<file path="src/rtl/hazard_scoreboard_pkg.sv">
// ---------------------------------------------------------------------------
// hazard_pkg
// Shared defaults and constants for the hazard scoreboard slice:
//   * default register-file geometry and producer latency range
//   * producer latency constants used by decode when filling issue_lat
//   * jump-type encoding carried on the jump bus
//   * clamp_lat(): limits a requested latency to the scoreboard's range
// ---------------------------------------------------------------------------
package hazard_pkg;

    localparam int NREG_DEF    = 32;
    localparam int AW_DEF      = $clog2(NREG_DEF);
    localparam int MAX_LAT_DEF = 8;
    localparam int CW_DEF      = $clog2(MAX_LAT_DEF + 1);
    localparam int PERF_W_DEF  = 32;

    // Producer latencies, counted from issue until the result is forwardable.
    localparam int LAT_ALU  = 1;
    localparam int LAT_LOAD = 2;
    localparam int LAT_MUL  = 4;
    localparam int LAT_DIV  = 8;

    // Any nonzero jump type redirects the PC.
    typedef enum logic [1:0] {
        JMP_NONE = 2'b00,
        JMP_JAL  = 2'b01,
        JMP_JALR = 2'b10,
        JMP_RSVD = 2'b11
    } jump_e;

    // Latencies above the scoreboard range are tracked as the maximum.
    function automatic int clamp_lat(input int lat, input int max_lat);
        if (lat > max_lat) begin
            return max_lat;
        end else begin
            return lat;
        end
    endfunction

endpackage

</file>
<file path="src/rtl/hazard_scoreboard_if.sv">
// ---------------------------------------------------------------------------
// hazard_if
// Decode / issue side bundle of the hazard scoreboard.
//   master (pipeline): issue_valid/issue_wr/issue_rd/issue_lat, src1/src2 and
//                      their used flags, branch/branch_taken/jump, flush_pipe
//   slave  (scoreboard): returns hold, branch_flush and busy_mask
// ---------------------------------------------------------------------------
interface hazard_if #(
    parameter int NREG = hazard_pkg::NREG_DEF,
    parameter int AW   = $clog2(NREG),
    parameter int CW   = hazard_pkg::CW_DEF
) ();

    logic            issue_valid;
    logic            issue_wr;
    logic [AW-1:0]   issue_rd;
    logic [CW-1:0]   issue_lat;
    logic [AW-1:0]   src1_ID;
    logic [AW-1:0]   src2_ID;
    logic            src1_used;
    logic            src2_used;
    logic            branch;
    logic            branch_taken;
    logic [1:0]      jump;
    logic            flush_pipe;
    logic            hold;
    logic            branch_flush;
    logic [NREG-1:0] busy_mask;

    modport master (
        output issue_valid, issue_wr, issue_rd, issue_lat,
        output src1_ID, src2_ID, src1_used, src2_used,
        output branch, branch_taken, jump, flush_pipe,
        input  hold, branch_flush, busy_mask
    );

    modport slave (
        input  issue_valid, issue_wr, issue_rd, issue_lat,
        input  src1_ID, src2_ID, src1_used, src2_used,
        input  branch, branch_taken, jump, flush_pipe,
        output hold, branch_flush, busy_mask
    );

endinterface

</file>
<file path="src/rtl/hazard_scoreboard_sb_cell.sv">
// ---------------------------------------------------------------------------
// sb_cell
// One scoreboard entry: a latency countdown for a single register.
//   clk, rst   : clock, synchronous active-high reset
//   clr        : discard the pending write (highest priority)
//   load       : start a new countdown at load_val (beats decrement)
//   load_val   : producer latency, already clamped to MAX_LAT
//   cnt_o      : current countdown value
//   busy_o     : a write is still pending (cnt != 0)
//   gt1_o      : result not yet forwardable next cycle (cnt > 1)
// ---------------------------------------------------------------------------
module sb_cell #(
    parameter int MAX_LAT = hazard_pkg::MAX_LAT_DEF,
    parameter int CW      = $clog2(MAX_LAT + 1)
) (
    input  logic          clk,
    input  logic          rst,
    input  logic          clr,
    input  logic          load,
    input  logic [CW-1:0] load_val,
    output logic [CW-1:0] cnt_o,
    output logic          busy_o,
    output logic          gt1_o
);

    localparam logic [CW-1:0] CNT_ZERO = {CW{1'b0}};
    localparam logic [CW-1:0] CNT_ONE  = {{(CW-1){1'b0}}, 1'b1};

    logic [CW-1:0] cnt_d;
    logic [CW-1:0] cnt_q;

    // Next countdown value: clear, then load, then decrement toward zero.
    always_comb begin
        cnt_d = cnt_q;
        if (clr) begin
            cnt_d = CNT_ZERO;
        end else if (load) begin
            cnt_d = load_val;
        end else if (cnt_q != CNT_ZERO) begin
            cnt_d = cnt_q - CNT_ONE;
        end else begin
            cnt_d = cnt_q;
        end
    end

    // Countdown register.
    always_ff @(posedge clk) begin
        if (rst) begin
            cnt_q <= CNT_ZERO;
        end else begin
            cnt_q <= cnt_d;
        end
    end

    assign cnt_o  = cnt_q;
    assign busy_o = (cnt_q != CNT_ZERO);
    assign gt1_o  = (cnt_q > CNT_ONE);

endmodule

</file>
<file path="src/rtl/hazard_scoreboard.sv">
// ---------------------------------------------------------------------------
// hazard_scoreboard
// ID-stage hazard unit built on a per-register latency-countdown scoreboard.
//   clk, rst     : clock, synchronous active-high reset
//   sb (slave)   : issue/decode inputs; hold, branch_flush, busy_mask outputs
//   stall_cycles : saturating count of cycles spent with hold asserted
// hold, branch_flush and busy_mask are combinational from the countdowns and
// the current decode inputs; countdowns update one cycle later.
// ---------------------------------------------------------------------------
module hazard_scoreboard #(
    parameter int NREG    = hazard_pkg::NREG_DEF,
    parameter int AW      = $clog2(NREG),
    parameter int MAX_LAT = hazard_pkg::MAX_LAT_DEF,
    parameter int CW      = $clog2(MAX_LAT + 1),
    parameter int PERF_W  = hazard_pkg::PERF_W_DEF
) (
    input  logic              clk,
    input  logic              rst,
    hazard_if.slave           sb,
    output logic [PERF_W-1:0] stall_cycles
);
    import hazard_pkg::*;

    localparam logic [CW-1:0]     CNT_ZERO  = {CW{1'b0}};
    localparam logic [AW-1:0]     REG_ZERO  = {AW{1'b0}};
    localparam logic [PERF_W-1:0] PERF_ONE  = {{(PERF_W-1){1'b0}}, 1'b1};
    localparam logic [PERF_W-1:0] PERF_MAX  = {PERF_W{1'b1}};
    localparam logic [PERF_W-1:0] PERF_ZERO = {PERF_W{1'b0}};

    logic [CW-1:0]   cnt_s [NREG];
    logic [NREG-1:0] busy_s;
    logic [NREG-1:0] gt1_s;
    logic [CW-1:0]   lat_clamp_s;
    logic            accept_s;
    logic            raw_s;
    logic            br_s;
    logic            waw_s;
    logic            hold_s;
    logic            is_jump_s;
    logic            flush_s;
    logic [PERF_W-1:0] stall_d;
    logic [PERF_W-1:0] stall_q;

    // Register 0 never holds a pending write.
    assign cnt_s[0]  = CNT_ZERO;
    assign busy_s[0] = 1'b0;
    assign gt1_s[0]  = 1'b0;

    assign lat_clamp_s = CW'(clamp_lat(int'(sb.issue_lat), MAX_LAT));

    // Issue is taken only when the pipeline actually advances; a zero latency
    // or a write to r0 leaves nothing to track.
    assign accept_s = sb.issue_valid & sb.issue_wr & ~hold_s
                    & (sb.issue_rd != REG_ZERO) & (sb.issue_lat != CNT_ZERO);

    for (genvar r = 1; r < NREG; r++) begin : g_cell
        sb_cell #(
            .MAX_LAT (MAX_LAT),
            .CW      (CW)
        ) u_cell (
            .clk      (clk),
            .rst      (rst),
            .clr      (sb.flush_pipe),
            .load     (accept_s && (sb.issue_rd == AW'(r))),
            .load_val (lat_clamp_s),
            .cnt_o    (cnt_s[r]),
            .busy_o   (busy_s[r]),
            .gt1_o    (gt1_s[r])
        );
    end

    // Stall terms, all evaluated against the current countdowns so that a
    // same-cycle issue never hides or creates a RAW hazard.
    always_comb begin
        raw_s = 1'b0;
        br_s  = 1'b0;
        waw_s = 1'b0;
        // cnt == 1 is forwardable into EX next cycle, so only cnt > 1 stalls.
        if ((sb.src1_used && gt1_s[sb.src1_ID]) || (sb.src2_used && gt1_s[sb.src2_ID])) begin
            raw_s = 1'b1;
        end else begin
            raw_s = 1'b0;
        end
        // Branch operands are compared in ID, so any pending source stalls.
        if (sb.branch && ((sb.src1_used && busy_s[sb.src1_ID]) ||
                          (sb.src2_used && busy_s[sb.src2_ID]))) begin
            br_s = 1'b1;
        end else begin
            br_s = 1'b0;
        end
        // A younger write must not complete before an older, slower one.
        if (sb.issue_valid && sb.issue_wr && (sb.issue_rd != REG_ZERO) &&
            (cnt_s[sb.issue_rd] > sb.issue_lat)) begin
            waw_s = 1'b1;
        end else begin
            waw_s = 1'b0;
        end
    end

    assign hold_s    = raw_s | br_s | waw_s;
    assign is_jump_s = (jump_e'(sb.jump) != JMP_NONE);
    assign flush_s   = ~hold_s & ~sb.flush_pipe
                     & ((sb.branch & sb.branch_taken) | is_jump_s);

    // Saturating stall counter next value.
    always_comb begin
        stall_d = stall_q;
        if (hold_s && (stall_q != PERF_MAX)) begin
            stall_d = stall_q + PERF_ONE;
        end else begin
            stall_d = stall_q;
        end
    end

    // Stall counter register.
    always_ff @(posedge clk) begin
        if (rst) begin
            stall_q <= PERF_ZERO;
        end else begin
            stall_q <= stall_d;
        end
    end

    assign sb.hold         = hold_s;
    assign sb.branch_flush = flush_s;
    assign sb.busy_mask    = busy_s;
    assign stall_cycles    = stall_q;

endmodule

</file>
<file path="src/flat_wrapper.sv">
// flat-port wrapper written by rule: the top's interface ports become plain ports
module hazard_scoreboard_flat import hazard_pkg::*;
#(
    parameter int NREG    = hazard_pkg::NREG_DEF,
    parameter int AW      = $clog2(NREG),
    parameter int MAX_LAT = hazard_pkg::MAX_LAT_DEF,
    parameter int CW      = $clog2(MAX_LAT + 1),
    parameter int PERF_W  = hazard_pkg::PERF_W_DEF
)
  (clk, rst, stall_cycles, sb_issue_valid, sb_issue_wr, sb_issue_rd, sb_issue_lat, sb_src1_ID, sb_src2_ID, sb_src1_used, sb_src2_used, sb_branch, sb_branch_taken, sb_jump, sb_flush_pipe, sb_hold, sb_branch_flush, sb_busy_mask);
  hazard_if #(.NREG(NREG), .AW(AW), .CW(CW)) sb_i ();
  input  logic clk;
  input  logic rst;
  output logic [PERF_W-1:0] stall_cycles;
  input wire logic [$bits(sb_i.issue_valid)-1:0] sb_issue_valid;
  input wire logic [$bits(sb_i.issue_wr)-1:0] sb_issue_wr;
  input wire logic [$bits(sb_i.issue_rd)-1:0] sb_issue_rd;
  input wire logic [$bits(sb_i.issue_lat)-1:0] sb_issue_lat;
  input wire logic [$bits(sb_i.src1_ID)-1:0] sb_src1_ID;
  input wire logic [$bits(sb_i.src2_ID)-1:0] sb_src2_ID;
  input wire logic [$bits(sb_i.src1_used)-1:0] sb_src1_used;
  input wire logic [$bits(sb_i.src2_used)-1:0] sb_src2_used;
  input wire logic [$bits(sb_i.branch)-1:0] sb_branch;
  input wire logic [$bits(sb_i.branch_taken)-1:0] sb_branch_taken;
  input wire logic [$bits(sb_i.jump)-1:0] sb_jump;
  input wire logic [$bits(sb_i.flush_pipe)-1:0] sb_flush_pipe;
  output wire logic [$bits(sb_i.hold)-1:0] sb_hold;
  output wire logic [$bits(sb_i.branch_flush)-1:0] sb_branch_flush;
  output wire logic [$bits(sb_i.busy_mask)-1:0] sb_busy_mask;
  assign sb_i.issue_valid = sb_issue_valid;
  assign sb_i.issue_wr = sb_issue_wr;
  assign sb_i.issue_rd = sb_issue_rd;
  assign sb_i.issue_lat = sb_issue_lat;
  assign sb_i.src1_ID = sb_src1_ID;
  assign sb_i.src2_ID = sb_src2_ID;
  assign sb_i.src1_used = sb_src1_used;
  assign sb_i.src2_used = sb_src2_used;
  assign sb_i.branch = sb_branch;
  assign sb_i.branch_taken = sb_branch_taken;
  assign sb_i.jump = sb_jump;
  assign sb_i.flush_pipe = sb_flush_pipe;
  assign sb_hold = sb_i.hold;
  assign sb_branch_flush = sb_i.branch_flush;
  assign sb_busy_mask = sb_i.busy_mask;
  hazard_scoreboard #(.NREG(NREG), .AW(AW), .MAX_LAT(MAX_LAT), .CW(CW), .PERF_W(PERF_W)) u_core (.clk(clk), .rst(rst), .sb(sb_i), .stall_cycles(stall_cycles));
endmodule
</file>
<file path="config.mk">
export PLATFORM = sky130hd
export DESIGN_NAME = hazard_scoreboard_flat
export DESIGN_NICKNAME = d
export VERILOG_FILES = /design/src/rtl/hazard_scoreboard_pkg.sv /design/src/rtl/hazard_scoreboard_if.sv /design/src/rtl/hazard_scoreboard_sb_cell.sv /design/src/rtl/hazard_scoreboard.sv /design/src/flat_wrapper.sv
export SDC_FILE = /design/constraint.sdc
export NUM_CORES = 1
export LEC_CHECK = 0
export BUFFER_PORTS_ARGS = -buffer_cell sky130_fd_sc_hd__buf_2
export CORE_MARGIN = 8
export CORE_UTILIZATION = 40
export CTS_CLUSTER_DIAMETER = 100
export DETAILED_ROUTE_END_ITERATION = 6
export HOLD_SLACK_MARGIN = 0.03
export SLEW_MARGIN = 20
export SYNTH_ARGS = -nofsm -noshare
export SYNTH_HDL_FRONTEND = slang
export SYNTH_HIERARCHICAL = 1
export SYNTH_SLANG_ARGS = --single-unit
</file>
<file path="constraint.sdc">
create_clock -name clk -period 5.65 [get_ports clk]
set_input_delay 1.13 -clock clk [delete_from_list [all_inputs] [get_ports clk]]
set_output_delay 1.13 -clock clk [all_outputs]
set_load 0.005 [all_outputs]
</file>
==> results of run 1 <==
-- per-stage QoR --
stage | hold WS, ns | cells | util | power, W
finish | 0.499 | 1861 | 0.459 | 0.00347
global route | 0.525 | 1859 | 0.458 | 0.00364
CTS | 0.503 | 1858 | 0.458 | 0.00349
detailed placement | 0.490 | 1826 | 0.439 | 0.00231
global placement | 0.473 | 1826 | 0.439 | 0.00229
floorplan | 0.471 | 1363 | - | 0.00198
-- area by class of cell --
class | count | area (um2) | share of cell area
sequential | 156 | 3120 | 0.230
multi-input combinational | 1090 | 8450 | 0.622
clock buffer | 17 | 425 | 0.0313
timing repair buffer | 116 | 661 | 0.0486
inverter | 74 | 280 | 0.0206
tap | 390 | 488 | 0.0359
clock inverter | 15 | 156 | 0.0115
antenna | 3 | 7.51 | 0.000552
-- power by group through the flow --
stage                     Clock (W)  Sequential, W  Combinational, W
after detailed placement          0        0.00127           0.00104
after CTS                   0.00120        0.00124           0.00104
after global routing        0.00124        0.00125           0.00114
final                       0.00118        0.00124           0.00105
after global placement            0        0.00127           0.00102
after floorplan                   0        0.00123          0.000751
-- sequential cells by signal, indices dropped and copies added (netlist names) --
name / count
u_core/g_cell.u_cell/cnt_o: 124
u_core/stall_cycles: 32
-- layer usage --
metal | wire, um | track usage | part of all wire | vias up
li1 | - | - | - | 5357
met1 | 16400 | 0.266 | 0.42 | 5447
met2 | 18100 | 0.341 | 0.47 | 376
met3 | 2450 | 0.0428 | 0.063 | 99
met4 | 1590 | 0.109 | 0.041 | 0
met5 | 0 | 0 | 0 | -
-- worst max-delay path, cell delays in order --
cell and delay, ns:
buf_2 0.20, buf_12 0.22, mux4_2 0.53, mux4_2 0.48, nand2_1 0.08, o21ai_0 0.08
ha_1 0.30, nor2b_1 0.13, o21a_1 0.17, o21a_1 0.16, o211ai_1 0.16, o2111a_2 0.25
inv_4 0.07, nor3_1 0.15, buf_2 0.14
-- synth_stat cells, types with 3 or more instances --
| cell type | n |
|---|---|
| dfxtp_1 | 156 |
| nand2_1 | 150 |
| nor2_1 | 79 |
| inv_1 | 73 |
| ha_1 | 67 |
| o22ai_1 | 65 |
| mux4_2 | 59 |
| a21oi_1 | 54 |
| or4_1 | 52 |
| o31ai_1 | 51 |
| mux2_2 | 50 |
| nand2b_1 | 37 |
| o21ai_0 | 37 |
| or2_2 | 33 |
| or3_1 | 33 |
| a221o_1 | 32 |
| nand3b_1 | 32 |
| a21o_1 | 31 |
| a21oi_2 | 31 |
| or3b_1 | 31 |
| xnor2_1 | 31 |
| clkbuf_1 | 22 |
| nand3_1 | 21 |
| mux2i_1 | 19 |
| nor2b_1 | 19 |
| nand4_1 | 13 |
| nor3_1 | 10 |
| and3_1 | 9 |
| buf_2 | 8 |
| buf_1 | 7 |
| a22o_1 | 5 |
| and2_1 | 4 |
| nor4_1 | 4 |
| buf_4 | 3 |
-- logic make-up (layout without fill, tap and decap cells) --
logic type,Yosys count,after routing,share of synthesized area
AND/OR/NAND/NOR,537,537,0.245
AO/OA/AOI/OAI,325,325,0.189
flip-flops,156,156,0.259
multiplexers,129,129,0.174
buffers and inverters,117,222,0.0406
adder cells (fa/ha/maj),67,67,0.0695
XOR/XNOR,31,31,0.0225
other,1,4,0.000311
-- path summary, 6_finish.rpt --
kind / startpoint / depth (start not counted) / to
max: sb_issue_rd[0] / 15 / sb_branch_flush
min: u_core/stall_cycles[30]$_SDFFE_PP0P_ / 2 / u_core/stall_cycles[30]$_SDFFE_PP0P_
max reg2reg: u_core/g_cell[11].u_cell/cnt_o[1]$_SDFFE_PP0P_ / 15 / u_core/g_cell[11].u_cell/cnt_o[0]$_SDFFE_PP0P_
min reg2reg: u_core/stall_cycles[30]$_SDFFE_PP0P_ / 2 / u_core/stall_cycles[30]$_SDFFE_PP0P_
==> results, run 1 <==
- The transition time at the pin with the least slew margin is between 1 and 1.5 ns.
- The highest attainable clock frequency is about 0.18 GHz.
- The number of synthesized register bits is approximately 160.
- The analysis attributes to cell leakage a power of 5.00 nW.
- The number of fill cells is 2,930.
- Setup repair after global routing left no endpoint under its margin.
- TritonCTS built the clock tree.
- The iteration count of the initial detailed-routing pass is 7.
- Setup total negative slack on the finished layout was measured at 0 ns.
- By startpoint and endpoint, the worst setup path is classified as in2out.
- Of the total power, combinational logic draws 0.303.
- The count of endpoints failing hold in the final timing report is 0.
- After layout, the worst setup slack is 0.231 ns.
- The largest total area in the synthesized netlist belongs to dfxtp_1.
- The placed instances occupy a cell area of 13,000 um2.
- The kind of capture point of the worst setup path is a primary output.
- The number of warning messages in the yosys log is 6.
- The detailed placement HPWL is ~28,000 um.
- In this run the vertical extent of the chip is 190 um.
- In this run the count of I/O pins placed on the die edge is 96.
- Across the routed clock network, the largest skew measured is roughly 0.014 ns.
- Clock-pin slew was measured on the worst setup and hold paths at 0.07 ns.
- The min-delay analysis places its worst path in the category reg2reg.
- The internal power summed over all cells is 0.00227 W.
- The area of the core is between 20,000 and 30,000 um2.
- The final number of setup-violating endpoints is 0.
- Of the total power, the share spent switching nets is 0.345.
- Counting every net in the synthesized netlist gives 1,460.
- The CTS H-tree depth is 4.
- Entering global routing, the biggest net connects between 80 and 90 pins.
- The count of distinct cell types in the synthesized netlist is 60.
- The number of pins exceeding their max-slew limit in the final report is 0.
- The run finished with clean final reports.
- The average vias per placed instance is 6.06.
- The number of enable flip-flop cells after synthesis is 0.
- The initial antenna violation count is 2.
- Along the worst path, the maximum fanout reaches 24.
- The power per cell area is around 260 nW/um2.
- The number of clock buffers inserted by TritonCTS is 17.
- The post-route minimum period is 5.42 ns.
- The total global routing overflow is 0.
- The violation count after the first detailed-route iteration is 843.
- The arrival time reported for the critical path endpoint is roughly 4.3 ns.
- The peak supply drop is 219 uV.
- By area the synthesized netlist is led by dfxtp_1, mux4_2, ha_1.
- Prior to clock tree synthesis, the placed netlist has a worst setup slack of around 0.24 ns.
- Of the post-synthesis cell area, the dominant cell type holds 0.259.
- In the final routed layout, each cell accounts on average for 20.7 um.
- STA puts the critical path data required time at 4.52 ns.
- For this run, the total global-route usage over all layers was measured as 0.212.
- After synthesis, the mean cell area works out to 8.85 um2.
- The part of the power in the clock network is 0.339.
- The most used flip-flop cell after synthesis is dfxtp_1.
- The count of hold-fix buffers inserted at cts is 0.
- The sequential element share of the synthesized area is 0.259.
- In the routed design, unresolved DRC markers number 0.
- The clock sink total is 156.
- The latest clock arrival within the worst-skew pair is 0.45 ns.
- The library cells used most frequently in the layout, excluding fill and tap cells, are dfxtp_1, nand2_1, buf_2, nor2_1, inv_1.
- Input and output buffers added on the ports amount to 94.
- The number of instances in the synthesized netlist is 1,363.
- The post-route clock period utilization is 0.959.
- The total setup buffers inserted after CTS is 0.
- The via count of the first global-routing pass was 10,730.
- At the end of routability-driven placement, the weighted congestion stood at 0.924.
- Summed over all layers, the routed wires come to just under 40,000 um.
- The proportion of register bits with asynchronous set or reset after synthesis is 0.
- The mapped cell area is between 10,000 and 15,000 um2.
- Of the cells placed in the final design, the portion with a size suffix greater than 1 is 0.224.
- The number of nets in the layout is 1,552.
- Compared with the post-synthesis result, the final layout area differs by 12.7%.
- STA classifies the critical path startpoint as a primary input.
- The vias after detailed routing is 11,279.
- The worst-case clock buffer depth is 2.
- The initial utilization of the core area, before any placement, comes to 0.407.
- The total die area is about 36,000 um2.
- The number of gates resized after CTS was 0.
- The number of routed nets with antenna violations is 0.
- The die span in x is 190 um.
- The worst pin sits at a relative slew slack of 0.306.
- The global-route wire length before repair is around 60,000 um.
- The count of maximum capacitance violations is 0.
- The sequential share of power is 0.359.
- In this run the core area contains 63 standard-cell rows.
- The finished layout cell area is 13,600 um2.
- The library cell used most frequently in the layout, excluding fill and tap cells, is dfxtp_1.
- The slack of the worst reg-to-reg path is 1.46 ns.
- The reported net switching power is 0.00120 W.
- Clock tree synthesis selected as its root buffer the cell clkbuf_16.
Power figures use the tool's default switching activity.
==> run 2, diff against run 1 <==
--- a/config.mk
+++ b/config.mk
@@ -10,7 +10,7 @@
 export CORE_UTILIZATION = 40
 export CTS_CLUSTER_DIAMETER = 100
 export DETAILED_ROUTE_END_ITERATION = 6
-export HOLD_SLACK_MARGIN = 0.03
+export SETUP_SLACK_MARGIN = 0.5
 export SLEW_MARGIN = 20
 export SYNTH_ARGS = -nofsm -noshare
 export SYNTH_HDL_FRONTEND = slang
==> run 2 against run 1 <==
Global-route usage rose by 0.19 points. Via count is 3.1% higher. Register-to-register slack got worse by 0.25 ns. Cell area is 2.5% higher. Utilization up 1.1 points. Clock power hardly changed. Sequential power about the same. Die area did not move. Total power up 1.7%.
==> results, run 2 (synthesis results as in run 1) <==
- The signed area change from the synthesized netlist to the final layout is 15.6% (was 12.7%).
- The final number of setup-violating endpoints was 0 (unchanged).
- The total detailed-routing wirelength is 39,500 um (was 38,600 um).
- The via count of the first global-routing pass is 10,588 (was 10,730).
- The post-route clock period utilization is 0.927 (was 0.959).
- The critical path startpoint category is a primary input (unchanged).
- The vias after detailed routing is 11,631 (was 11,279).
- The arrival time reported for the critical path endpoint is 4.11 ns (was 4.29 ns).
- The CTS H-tree depth is 4 (unchanged).
- The iteration count of the initial detailed-routing pass was 5 (was 7).
- The power per cell area is 253 nW/um2 (was 255 nW/um2).
- The detailed placement HPWL was 27,800 um (was 28,200 um).
- The biggest fanout along the worst timing path is 6 (was 24).
- The area of the core is 29,600 um2 (unchanged).
- The average vias per placed instance is 6.17 (was 6.06).
- The die span in y came to 190 um (unchanged).
- The post-route minimum period is 5.24 ns (was 5.42 ns).
- The peak supply drop is 207 uV (was 219 uV).
- The initial antenna violation count is 2 (unchanged).
- The latest clock arrival within the worst-skew pair is 0.45 ns (about the same).
- The number of nets in the layout is 1,578 (was 1,552).
- The worst hold path depth is 2 (unchanged).
- The overall global routing resource usage is 0.214 (was 0.212).
- The number of clock buffers inserted by TritonCTS came to 17 (unchanged).
- The total global routing overflow is 0 (unchanged).
- The violation count after the first detailed-route iteration is 1,027 (was 843).
- The starting density of the core is 0.407 (unchanged).
- The first element of the critical path is sb_issue_rd[0] (unchanged).
- The number of pins exceeding their max-slew limit in the final report is 0 (unchanged).
- The total chip power came to 0.00353 W (was 0.00347 W).
- The most common library cell in the layout ignoring fill and taps is dfxtp_1 (unchanged).
- Commonest non-fill, non-tap cells in the layout: dfxtp_1, nand2_1, buf_2, nor2_1, inv_1 (unchanged).
- The CTS tree is built (unchanged).
- The count of buffers from port buffering is 94 (unchanged).
- The number of routed nets with antenna violations is 0 (unchanged).
- The kind of capture point of the worst setup path is a primary output (unchanged).
- The count of endpoints failing hold in the final timing report was 0 (unchanged).
- The number of placed I/O pins was 96 (unchanged).
- Setup repair after global routing missed its margin: yes (was no).
- The number of cell rows is 63 (unchanged).
- The maximum number of pins on one net before global-route repair was 63 (was 85).
- The flip-flop count of the largest register, all copies and words added is 124 (unchanged).
- The highest attainable clock frequency came to 0.191 GHz (was 0.185 GHz).
- The transition time at the pin with the least slew margin is 1.10 ns (was 1.04 ns).
- The fraction of layout cells with a size suffix above 1 is 0.242 (was 0.224).
- The beginning of the worst register-to-register path is u_core/g_cell[15].u_cell/cnt_o[0]$_SDFFE_PP0P_ (was u_core/g_cell[11].u_cell/cnt_o[1]$_SDFFE_PP0P_).
- The minimum setup slack in the final design was 0.413 ns (was 0.231 ns).
- The worst hold-check path type is reg2reg (unchanged).
- The die span in x is 190 um (unchanged).
- The total die area is 36,000 um2 (unchanged).
- The number of remaining DRC errors came to 0 (unchanged).
- The worst-case clock buffer depth is 2 (unchanged).
- The worst slew margin relative to its limit is 0.269 (was 0.306).
- The count of maximum capacitance violations is 0 (unchanged).
- The tightest hold margin is 0.501 ns (was 0.499 ns).
- The leakage power total is 5.18 nW (was 5.00 nW).
- Status: finished clean (unchanged).
- The root cell of the clock tree is clkbuf_16 (unchanged).
- The number of cells on the worst reg-to-reg path came to 13 (was 15).
- The average wire length per cell after detail routing is 21.0 um (was 20.7 um).
- The post-placement setup slack is -0.0914 ns (was 0.239 ns).
- The clock transition at the registers of the reported paths is 0.07 ns (about the same).
- The path type of the worst setup path is in2out (unchanged).
- The setup clock skew after layout is 0.0125 ns (was 0.0138 ns).
- The required time at the worst-slack endpoint is 4.52 ns (about the same).
- The routability congestion estimate from global placement is 0.911 (was 0.924).
- The global-route wire length before repair is 61,000 um (was 60,600 um).
- The startpoint of the most critical hold path is u_core/stall_cycles[23]$_SDFFE_PP0P_ (was u_core/stall_cycles[30]$_SDFFE_PP0P_).
- The clock sink total came to 156 (unchanged).
run 2: changes by cell type in the layout (fill, tap and decap cells not counted), moves of 3 or more:
cell / change
buf_2: -4
buf_4: +22
buf_6: +3
inv_8: -4
run 2: worst paths after layout:
check	endpoint	slack, ns
setup / recovery	sb_branch_flush	0.41
hold / removal	u_core/stall_cycles[23]$_SDFFE_PP0P_	0.50
hold reg to reg	u_core/stall_cycles[23]$_SDFFE_PP0P_	0.50
setup reg to reg	u_core/g_cell[25].u_cell/cnt_o[0]$_SDFFE_PP0P_	1.21
run 2: area by class of cell:
type	count	area [um2]
diodes	1	2.50
multi-input cells	1090	8480
well taps	390	488
repair buffers	142	962
flip-flops and latches	156	3120
inverters	74	280
clock inverters	12	139
fillers	2881	15700
clock buffers	20	457
run 2: power by group:
part / leakage (nW) / internal, W / switching (W)
clock: 0.279 / 0.000678 / 0.000520
combinational: 3.64 / 0.000517 / 0.000573
sequential: 1.26 / 0.00116 / 0.0000865
run 2: what timing repair did:
item                                    CTS  global route
hold buffers                              0             0
buffers inserted                          0             5
resized for setup                        17             9
endpoints found under the setup margin   78             2
gates cloned                              2             1
pin swaps                                 3             5
run 2: critical path: stages:
cell      delay, ns
buf_16         0.13
mux4_2         0.51
mux4_2         0.52
nand2_2        0.09
o21ai_2        0.06
ha_1           0.31
nor2b_4        0.13
o21a_1         0.16
o21a_1         0.16
o211ai_1       0.20
o2111a_2       0.27
inv_4          0.04
nor3_2         0.13
buf_4          0.15
buf_6          0.09
run 2: stage by stage:
| step | cells | instance area (um2) | setup TNS (ns) | util |
|---|---|---|---|---|
| floorplan | 1363 | 12100 | 0 | - |
| global placement | 1844 | 13100 | -0.00934 | 0.443 |
| detailed placement | 1844 | 13100 | -1.95 | 0.443 |
| CTS | 1878 | 13800 | 0 | 0.467 |
| global route | 1884 | 13900 | 0 | 0.470 |
| finish | 1885 | 13900 | 0 | 0.470 |
run 2: per-layer routing:
layer  track usage  part of all wire  vias up
li1              -                 -     5412
met3        0.0449             0.082       72
met4        0.0667             0.023        2
met2         0.349              0.47      476
met1         0.280              0.43     5669
met5             0           0.00033        -
